[src/rtl/dsi_sched_pkg.sv]
// dsi_sched_pkg: shared state encoding, lane limits and lane-mask helper for the DSI lane scheduler.
package dsi_sched_pkg;
    localparam int MAX_LANES = 4;
    localparam int LP_LANE   = 0;

    typedef enum logic [3:0] {
        IDLE, CLK_START, CLK_WAIT, DATA_START, DATA_STREAM, DATA_DRAIN,
        CLK_HOLD, CLK_STOP, LP_START, LP_STREAM, LP_WAIT
    } sched_state_t;

    function automatic logic [MAX_LANES-1:0] lane_mask(input logic [1:0] n);
        for (int i = 0; i < MAX_LANES; i++) lane_mask[i] = i <= int'(n);
    endfunction
endpackage

[src/rtl/dsi_lanes_scheduler_if.sv]
// dsi_lanes_scheduler_if: word stream from the packet assembler into the lane scheduler.
interface dsi_lanes_scheduler_if #(parameter int NUM_LANES = 4) ();
    logic                   valid;
    logic [8*NUM_LANES-1:0] data;
    logic                   last;
    logic                   lp;
    logic                   ready;
    modport master (output valid, data, last, lp, input ready);
    modport slave  (input valid, data, last, lp, output ready);
endinterface

[src/rtl/dsi_sched_timer.sv]
// dsi_sched_timer: loadable 8-bit down-counter; done marks the final tick of a count.
module dsi_sched_timer (
    input  logic       clk_sys,
    input  logic       rst_n,
    input  logic       load,
    input  logic       en,
    input  logic [7:0] val,
    output logic       done
);
    logic [7:0] cnt;

    always_ff @(posedge clk_sys or negedge rst_n)
        if (!rst_n) cnt <= '0;
        else if (load) cnt <= val;
        else if (en && cnt != 8'd0) cnt <= cnt - 8'd1;

    assign done = cnt <= 8'd1;
endmodule

[src/rtl/dsi_lanes_scheduler.sv]
// dsi_lanes_scheduler: orders clock/data lane start-stop and stripes assembler words across data lanes.
module dsi_lanes_scheduler
    import dsi_sched_pkg::*;
#(
    parameter int NUM_LANES        = 4,
    parameter int T_CLK_PRE        = 8,
    parameter int T_CLK_POST       = 8,
    parameter int CLK_IDLE_TIMEOUT = 64
) (
    input  logic                   clk_sys,
    input  logic                   rst_n,
    input  logic                   lanes_enable,
    input  logic [1:0]             active_lanes,
    dsi_lanes_scheduler_if.slave   iface,
    output logic [NUM_LANES-1:0]   lane_start_rqst,
    output logic [NUM_LANES-1:0]   lane_fin_rqst,
    output logic                   lane_mode_lp,
    output logic [8*NUM_LANES-1:0] lane_data,
    input  logic [NUM_LANES-1:0]   lane_data_rqst,
    input  logic [NUM_LANES-1:0]   lane_active,
    output logic                   clk_start_rqst,
    output logic                   clk_fin_rqst,
    input  logic                   clk_active,
    output logic                   busy,
    output logic                   underrun_err
);
    if (NUM_LANES < 1 || NUM_LANES > MAX_LANES || T_CLK_PRE > 255 || T_CLK_POST > 255 || CLK_IDLE_TIMEOUT > 255) begin : g_param_check
        $error("dsi_lanes_scheduler: parameter out of range");
    end

    sched_state_t           state, nxt;
    logic [NUM_LANES-1:0]   mask;
    logic [MAX_LANES-1:0]   mask_all;
    logic [8*NUM_LANES-1:0] byte_en;
    logic                   drop, hs, start_ok, lanes_busy;
    logic                   tmr_load, tmr_en, tmr_done;
    logic [7:0]             tmr_val;
    logic                   unused_ok;

    assign mask_all   = lane_mask(active_lanes);
    assign hs         = lane_data_rqst[LP_LANE];
    assign start_ok   = lanes_enable & iface.valid & ~drop;
    assign lanes_busy = |(lane_active & mask);
    assign busy       = state != IDLE && state != CLK_HOLD;
    assign unused_ok  = ^{lane_data_rqst, mask_all};

    always_comb
        for (int k = 0; k < NUM_LANES; k++) byte_en[8*k +: 8] = {8{mask[k]}};

    // drop swallows the tail of a packet cut short by an underrun
    always_ff @(posedge clk_sys or negedge rst_n)
        if (!rst_n) begin
            state <= IDLE;
            mask  <= '0;
            drop  <= 1'b0;
        end else begin
            state <= nxt;
            if ((state == IDLE || state == CLK_HOLD) && nxt != state) mask <= mask_all[NUM_LANES-1:0];
            drop <= underrun_err | (drop & ~(iface.valid & iface.last));
        end

    always_comb begin
        nxt             = state;
        iface.ready     = drop;
        lane_start_rqst = '0;
        lane_fin_rqst   = '0;
        lane_data       = '0;
        lane_mode_lp    = 1'b0;
        clk_start_rqst  = 1'b0;
        clk_fin_rqst    = 1'b0;
        underrun_err    = 1'b0;
        case (state)
            IDLE:       nxt = start_ok ? (iface.lp ? LP_START : CLK_START) : IDLE;
            CLK_START: begin
                clk_start_rqst = 1'b1;
                nxt            = CLK_WAIT;
            end
            CLK_WAIT:   nxt = (clk_active & tmr_done) ? DATA_START : CLK_WAIT;
            DATA_START: begin
                lane_start_rqst = mask;
                nxt             = DATA_STREAM;
            end
            DATA_STREAM: if (hs) begin
                iface.ready   = iface.valid;
                lane_data     = iface.valid ? iface.data & byte_en : '0;
                lane_fin_rqst = (iface.valid & ~iface.last) ? '0 : mask;
                underrun_err  = ~iface.valid;
                nxt           = (iface.valid & ~iface.last) ? DATA_STREAM : DATA_DRAIN;
            end
            DATA_DRAIN: nxt = (~lanes_busy & tmr_done) ? CLK_HOLD : DATA_DRAIN;
            // a new HS packet outranks the idle timeout
            CLK_HOLD:   nxt = (start_ok & ~iface.lp) ? DATA_START :
                              (start_ok | tmr_done | ~lanes_enable) ? CLK_STOP : CLK_HOLD;
            CLK_STOP: begin
                clk_fin_rqst = 1'b1;
                nxt          = clk_active ? CLK_STOP : IDLE;
            end
            LP_START: begin
                lane_start_rqst[LP_LANE] = 1'b1;
                lane_mode_lp             = 1'b1;
                nxt                      = LP_STREAM;
            end
            LP_STREAM: begin
                lane_mode_lp = 1'b1;
                if (hs) begin
                    iface.ready                 = iface.valid;
                    lane_data[8*LP_LANE +: 8]   = iface.valid ? iface.data[7:0] : 8'h00;
                    lane_fin_rqst[LP_LANE]      = ~iface.valid | iface.last;
                    underrun_err                = ~iface.valid;
                    nxt                         = (iface.valid & ~iface.last) ? LP_STREAM : LP_WAIT;
                end
            end
            LP_WAIT: begin
                lane_mode_lp = 1'b1;
                nxt          = lane_active[LP_LANE] ? LP_WAIT : IDLE;
            end
            default:    nxt = IDLE;
        endcase
    end

    // one timer serves all waits: reloaded on every state change and while drained lanes are still busy
    assign tmr_val  = nxt == CLK_WAIT ? 8'(T_CLK_PRE) : nxt == DATA_DRAIN ? 8'(T_CLK_POST) : 8'(CLK_IDLE_TIMEOUT);
    assign tmr_load = nxt != state || (state == DATA_DRAIN && lanes_busy);
    assign tmr_en   = (state == CLK_WAIT && clk_active) || state == DATA_DRAIN || state == CLK_HOLD;

    dsi_sched_timer u_timer (
        .clk_sys (clk_sys),
        .rst_n   (rst_n),
        .load    (tmr_load),
        .en      (tmr_en),
        .val     (tmr_val),
        .done    (tmr_done)
    );
endmodule
[src/flat_wrapper.sv]
// flat-port wrapper written by rule: the top's interface ports become plain ports
module dsi_lanes_scheduler_flat import dsi_sched_pkg::*;
#(
    parameter int NUM_LANES        = 4,
    parameter int T_CLK_PRE        = 8,
    parameter int T_CLK_POST       = 8,
    parameter int CLK_IDLE_TIMEOUT = 64
)
  (clk_sys, rst_n, lanes_enable, active_lanes, lane_start_rqst, lane_fin_rqst, lane_mode_lp, lane_data, lane_data_rqst, lane_active, clk_start_rqst, clk_fin_rqst, clk_active, busy, underrun_err, iface_valid, iface_data, iface_last, iface_lp, iface_ready);
  dsi_lanes_scheduler_if #(.NUM_LANES(NUM_LANES)) iface_i ();
  input  logic clk_sys;
  input  logic rst_n;
  input  logic lanes_enable;
  input  logic [1:0] active_lanes;
  output logic [NUM_LANES-1:0] lane_start_rqst;
  output logic [NUM_LANES-1:0] lane_fin_rqst;
  output logic lane_mode_lp;
  output logic [8*NUM_LANES-1:0] lane_data;
  input  logic [NUM_LANES-1:0] lane_data_rqst;
  input  logic [NUM_LANES-1:0] lane_active;
  output logic clk_start_rqst;
  output logic clk_fin_rqst;
  input  logic clk_active;
  output logic busy;
  output logic underrun_err;
  input wire logic [$bits(iface_i.valid)-1:0] iface_valid;
  input wire logic [$bits(iface_i.data)-1:0] iface_data;
  input wire logic [$bits(iface_i.last)-1:0] iface_last;
  input wire logic [$bits(iface_i.lp)-1:0] iface_lp;
  output wire logic [$bits(iface_i.ready)-1:0] iface_ready;
  assign iface_i.valid = iface_valid;
  assign iface_i.data = iface_data;
  assign iface_i.last = iface_last;
  assign iface_i.lp = iface_lp;
  assign iface_ready = iface_i.ready;
  dsi_lanes_scheduler #(.NUM_LANES(NUM_LANES), .T_CLK_PRE(T_CLK_PRE), .T_CLK_POST(T_CLK_POST), .CLK_IDLE_TIMEOUT(CLK_IDLE_TIMEOUT)) u_core (.clk_sys(clk_sys), .rst_n(rst_n), .lanes_enable(lanes_enable), .active_lanes(active_lanes), .iface(iface_i), .lane_start_rqst(lane_start_rqst), .lane_fin_rqst(lane_fin_rqst), .lane_mode_lp(lane_mode_lp), .lane_data(lane_data), .lane_data_rqst(lane_data_rqst), .lane_active(lane_active), .clk_start_rqst(clk_start_rqst), .clk_fin_rqst(clk_fin_rqst), .clk_active(clk_active), .busy(busy), .underrun_err(underrun_err));
endmodule
[config.mk]
export PLATFORM = sky130hd
export DESIGN_NAME = dsi_lanes_scheduler_flat
export DESIGN_NICKNAME = d
export VERILOG_FILES = /design/src/rtl/dsi_sched_pkg.sv /design/src/rtl/dsi_lanes_scheduler_if.sv /design/src/rtl/dsi_sched_timer.sv /design/src/rtl/dsi_lanes_scheduler.sv /design/src/flat_wrapper.sv
export SDC_FILE = /design/constraint.sdc
export NUM_CORES = 1
export LEC_CHECK = 0
export CORE_MARGIN = 2
export CORE_UTILIZATION = 40
export DETAILED_ROUTE_END_ITERATION = 10
export GPL_ROUTABILITY_DRIVEN = 0
export HOLD_SLACK_MARGIN = 0.05
export PLACE_DENSITY = 0.83
export SLEW_MARGIN = 20
export SYNTH_ARGS = -nofsm -noshare
export SYNTH_HDL_FRONTEND = slang
export SYNTH_SLANG_ARGS = --single-unit
[constraint.sdc]
create_clock -name clk_sys -period 3.2 [get_ports clk_sys]
set_input_delay 0.32 -clock clk_sys [delete_from_list [all_inputs] [get_ports clk_sys]]
set_output_delay 0.32 -clock clk_sys [all_outputs]
set_load 0.005 [all_outputs]
# Word level (Yosys, flattened, before mapping)
# Cells that the tools add are included.
# op_classes
n_addsub	1
magnitude_cmp	4
n_eq_ne	14
n_mux	37
bitwise_logic	21
reduce_logical	16
# op_table
cell	n
32-bit two-way mux	2
4-bit one-hot mux with 11 select lines	1
8-bit two-way mux	5
32-bit bitwise AND	1
4-bit two-way mux	8
24-bit two-way mux	1
4-bit by 3-bit == test with 1-bit output, second input constant	5
8-bit one-hot mux with 2 select lines	1
4-bit by 2-bit == test with 1-bit output, second input constant	3
4-bit == test, second input constant	3
1-bit two-way mux	11
3-bit two-way mux	3
1-bit bitwise AND	8
8-bit by 1-bit <= comparator with 1-bit output, second input constant	1
8-bit nonzero test	1
8-bit by 1-bit subtractor with 8-bit output, second input constant	1
7-bit two-way mux	1
1-bit inverter	7
1-bit logical AND	5
4-bit bitwise AND	1
4-bit by 1-bit == test with 1-bit output, second input constant	1
2-bit <= comparator, first input constant	2
4-bit zero test	1
1-bit logical OR	4
11 further kinds	16
# word_totals
ff_bits	17
input_bits	49
output_inout_bits	46

# Logic depth before layout (Yosys ltp)
# Gate-level depths: netlist of run 1.
# depth
word_depth	11
depth_mapped	9

# By module
# From an unflattened synthesis of run 1, not the netlist that was laid out.
# hier_totals
hier_cells	230
area_unflattened_um2	1755.4
# by_module_without_submodules
module	n_inst	cells_per_inst	area_each_um2	seq_area_each_um2
dsi_lanes_scheduler	1	165	1186.1	225.2
dsi_sched_timer	1	65	569.3	200.2

# Worst setup path after synthesis of run 1
# OpenSTA, ideal clock, no wires.
# synth_path
kind	reg-to-reg
from	register u_core.u_timer.cnt[0]
to	register u_core.mask[2]
arrival_ps	1939
t_required_ps	3075
path_slack_ps	1136
stages_incl_launch_ff	9
path_buffers	0
path_cell_list	dfrtp_1 -> inv_1 -> ha_1 -> o211a_1 -> a31o_2 -> a21oi_1 -> a2111oi_4 -> a21oi_2 -> mux2_2
# synth_between
elab_chain_cells	8
elab_cells_between_ends	12
# synth_rtl
element	line_no	source
start: declaration	dsi_sched_timer.sv:10	logic [7:0] cnt;
start signal: assignment	dsi_sched_timer.sv:14	else if (load) cnt <= val;
start signal: assignment	dsi_sched_timer.sv:15	else if (en && cnt != 8'd0) cnt <= cnt - 8'd1;
8-bit by 1-bit <= comparator with 1-bit output (*)	dsi_sched_timer.sv:17	assign done = cnt <= 8'd1;
1-bit OR (2 in series)	dsi_lanes_scheduler.sv:93	(start_ok | tmr_done | ~lanes_enable) ? CLK_STOP : CLK_HOLD;
1-bit two-way mux	dsi_lanes_scheduler.sv:93	
4-bit two-way mux	dsi_lanes_scheduler.sv:92	CLK_HOLD: nxt = (start_ok & ~iface.lp) ? DATA_START :
4-bit one-hot mux with 11 select lines (*)	dsi_lanes_scheduler.sv:72	case (state)
4-bit inequality test (*)	dsi_lanes_scheduler.sv:58	if ((state == IDLE || state == CLK_HOLD) && nxt != state) mask <= mask_all[NUM_LANES-1:0];
1-bit logical AND (*)	dsi_lanes_scheduler.sv:58	
end signal: assignment	dsi_lanes_scheduler.sv:58	
end: declaration	dsi_lanes_scheduler.sv:32	logic [NUM_LANES-1:0] mask;
# Mark *: on every way between the ends. The rest lies on a longest branch, timed or not.
# A chain may end at the register's enable or synchronous reset.

# Worst setup path in the final report of run 1
# layout_path
from	register u_core.state[0]
to	output port lane_data[4]
# layout_between
elab_chain_cells	2
elab_cells_between_ends	3
# layout_rtl
element	line_no	source
start: declaration	dsi_lanes_scheduler.sv:31	sched_state_t state, nxt;
start signal: assignment	dsi_lanes_scheduler.sv:57	state <= nxt;
4-bit == test / 4-bit by 3-bit == test with 1-bit output (equally long branches)	dsi_lanes_scheduler.sv:72	
8-bit one-hot mux with 2 select lines (*)	dsi_lanes_scheduler.sv:72	
end: declaration	flat_wrapper.sv:18	output logic [8*NUM_LANES-1:0] lane_data;
# Marks and branches as above.

==> impl_metrics.py, run 1 <==
metrics = {
    "status": {
        "status": "completed",
    },
    "routing": {
        "ant_nets": 0,
        "drc": 0,
        "vias_per_cell": 5.29,
        "drt_iter0_markers": 50,
        "vias": 1762,
        "wl_per_cell_um": 13.9,
        "wl_mm": 4.63,
        "firstDrtPassIters": 4,
    },
    "synthesis": {
        "ys_seq_area_share_pct": 27.4,
        "synth_edf_count": 0,
        "synthCells": 200,
        "synth_fp_nets": 251,
        "netlist_area_um2": 1550,
        "ys.flop_type": "dfrtp_1",
        "synth_common_cells": "28 x and3_1, 18 x nor2_1, 17 x dfrtp_1",
        "synth_seq_cells": 17,
        "synth_warnings": 0,
        "synthDistinctLibCells": 52,
        "yosysTopAreaCell": "dfrtp_1",
        "avgSynthCellArea_um2": 7.76,
        "synthArstFlopShare_pct": 100,
        "yosysTopAreaCellShare_pct": 27.4,
        "synthTopCellsByArea": "dfrtp_1 27%, and3_1 11%, and2_1 4.4%",
        "synth.most_common_cell": "and3_1",
    },
    "floorplanning": {
        "core_area_um2": 3690,
        "die_y_um": 66.3,
        "io_pins": 95,
        "die_x_um": 66.3,
        "die_area_um2": 4390,
        "num_rows": 22,
        "initial_core_util_pct": 42.1,
    },
    "timing": {
        "tightest_slew_ns": 0.726,
        "finalCriticalPeriod_ns": 2.80,
        "fmax_ghz": 0.357,
        "clock_skew_ns": 0.00438,
        "rsz0062_at_grt": "no",
        "setup_violations": 0,
        "min_period_over_period_pct": 87.6,
        "setup_tns_ns": 0,
        "setup_slack_ns": 0.396,
        "drv_slew": 0,
        "hold_violations": 0,
        "slew_headroom_pct": 51.5,
    },
    "clocking": {
        "numCtsBuffers": 3,
        "clock_sinks": 17,
        "clk_pin_slew_worst_paths_ns": 0.06,
        "cts_resized": 0,
        "clock_path_buffers": 2,
        "post_cts_buffers": 0,
        "cts-root-buf": "clkbuf_8",
        "worstSkewPairLatency_ns": 0.26,
        "h-tree-depth": 1,
        "cts_hold_buf": 0,
        "tritoncts": "built",
    },
    "placed_design": {
        "post-dp-hpwl_mm": 3.80,
        "dp_slack_ns": 0.569,
        "portBuffers": 91,
    },
    "worst_hold_path": {
        "hold_path.class": "primary input to async pin",
    },
    "layout": {
        "layout-drive-gt1-share_pct": 7.02,
        "utilization_pct": 68.8,
        "diodes": 0,
        "syn_to_final_growth_pct": 63.6,
        "layout.nets": 337,
    },
    "critical_path": {
        "reg2reg_depth": 6,
        "start_kind": "flip-flop",
        "cp-startpoint": "u_core.state[0]",
        "r2r_end": "u_core.mask[2]",
        "crit_type": "flip-flop to output port",
        "required_ns": 2.88,
        "r2r-start": "u_core.state[2]",
        "arrival_ns": 2.48,
        "end_kind": "output port",
        "regToRegSetupSlack_ns": 0.65,
        "cp_max_fo": 17,
    },
    "global_route": {
        "grt_max_degree": 25,
        "grt_pass1_wl_mm": 7.32,
        "grt_pass1_vias": 1602,
        "grt.overflow.total": 0,
        "grtUsageTotal_pct": 21.3,
        "antenna_found_initial": 0,
    },
    "pwr": {
        "p_leak_uw": 0.00111,
        "p_per_area_nw_per_um2": 615,
        "ir_drop_v": 0.000555,
    },
    "job": {
        "drv_cap": 0,
    },
}
## kinds of logic after synthesis
kind of cell             after synthesis  synth area share (%)
AO/OA/AOI/OAI                         35                  17.2
XOR/XNOR                               8                  4.52
adder cells (fa/ha/maj)                2                  1.61
buffers and inverters                 25                  6.45
flip-flops                            17                  27.4
multiplexers                           8                  5.32
AND/OR/NAND/NOR                      105                  37.5
## worst max-delay path, stage by stage, from the launching register on
cell	delay [ns]
dfrtp_1	0.63
nor2b_1	0.24
nand2_1	0.10
nand2_1	0.09
nand3_1	0.15
nor2_1	0.33
and2_1	0.19
clkdlybuf4s50_1	0.49
## state kept, by name, summed over array words and instances (netlist names)
name / flops
u_core.drop: 1
u_core.state: 4
u_core.u_timer.cnt: 8
u_core.mask: 4
## per-layer routing
metal | part of all wire [%] | GRT usage (%) | vias up
li1 | - | - | 872
met1 | 39 | 24.7 | 813
met2 | 50 | 37.4 | 67
met3 | 8.8 | 4.60 | 10
met4 | 2.0 | 8.93 | 0
met5 | 0 | 0 | -
## placed cells by master, fill, tap and decap left out, types with 2 or more instances in the layout
master / instances
or2_2: 2
nand2b_1: 5
nor2_1: 18
a21o_1: 2
nor3_2: 3
clkbuf_8: 3
nand3_1: 5
mux2i_1: 6
xnor2_1: 4
nor4_1: 2
o21ai_0: 8
and2_1: 11
clkdlybuf4s50_1: 91
xor2_1: 4
buf_4: 2
ha_1: 2
nand2_1: 16
inv_1: 12
dfrtp_1: 17
a21oi_1: 7
nand4_1: 2
and3_1: 28
nor2b_1: 2
nor3_1: 4
## through the flow
stage	power (uW)	instances	instance area, um2	hold WS [ns]
2_1_floorplan	1080	200	1550	0.0244
3_3_place_gp	1380	329	2490	0.531
3_5_place_dp	1410	329	2490	0.533
4_1_cts	1570	333	2540	0.520
5_1_grt	1710	333	2540	0.563
6_report	1560	333	2540	0.496
## area by class of cell
class,instances,area [um2]
repair buffers,93,926
well taps,48,60.1
multi-input cells,158,1030
inverters,13,48.8
fillers,347,1150
clock buffers,3,41.3
flip-flops and latches,17,425
clock inverters,1,5.00
## worst max path at each step
stage | to | slack [ns] | depth (start not counted)
2_1_floorplan | u_core.mask[2] | 1.14 | 8
3_3_place_gp | u_core.u_timer.cnt[3] | 0.61 | 8
3_5_place_dp | u_core.u_timer.cnt[4] | 0.57 | 9
4_1_cts | lane_data[4] | 0.40 | 7
5_1_grt | lane_data[5] | 0.17 | 7
6_report | lane_data[4] | 0.40 | 7
## power by group
group | switching (uW) | total (uW) | internal, uW
Sequential | 165 | 462 | 297
Combinational | 470 | 942 | 472
Clock | 70.8 | 157 | 86.5
Total | 705 | 1560 | 856
Power figures use the tool's default switching activity.
==> inputs of run 2 (changes only) <==
--- a/config.mk
+++ b/config.mk
@@ -11,6 +11,7 @@
 export GPL_ROUTABILITY_DRIVEN = 0
 export HOLD_SLACK_MARGIN = 0.05
 export PLACE_DENSITY = 0.83
+export SKIP_LAST_GASP = 1
 export SLEW_MARGIN = 20
 export SYNTH_ARGS = -nofsm -noshare
 export SYNTH_HDL_FRONTEND = slang
==> results of run 2 <==
Same layout as run 1: the final DEF is identical, and so are final timing and power.
==> inputs of run 3 (changes only) <==
--- a/config.mk
+++ b/config.mk
@@ -12,7 +12,7 @@
 export HOLD_SLACK_MARGIN = 0.05
 export PLACE_DENSITY = 0.83
 export SKIP_LAST_GASP = 1
-export SLEW_MARGIN = 20
+export SLEW_MARGIN = 15
 export SYNTH_ARGS = -nofsm -noshare
 export SYNTH_HDL_FRONTEND = slang
 export SYNTH_SLANG_ARGS = --single-unit
==> results of run 3 <==
Same layout as run 1: the final DEF is identical, and so are final timing and power.
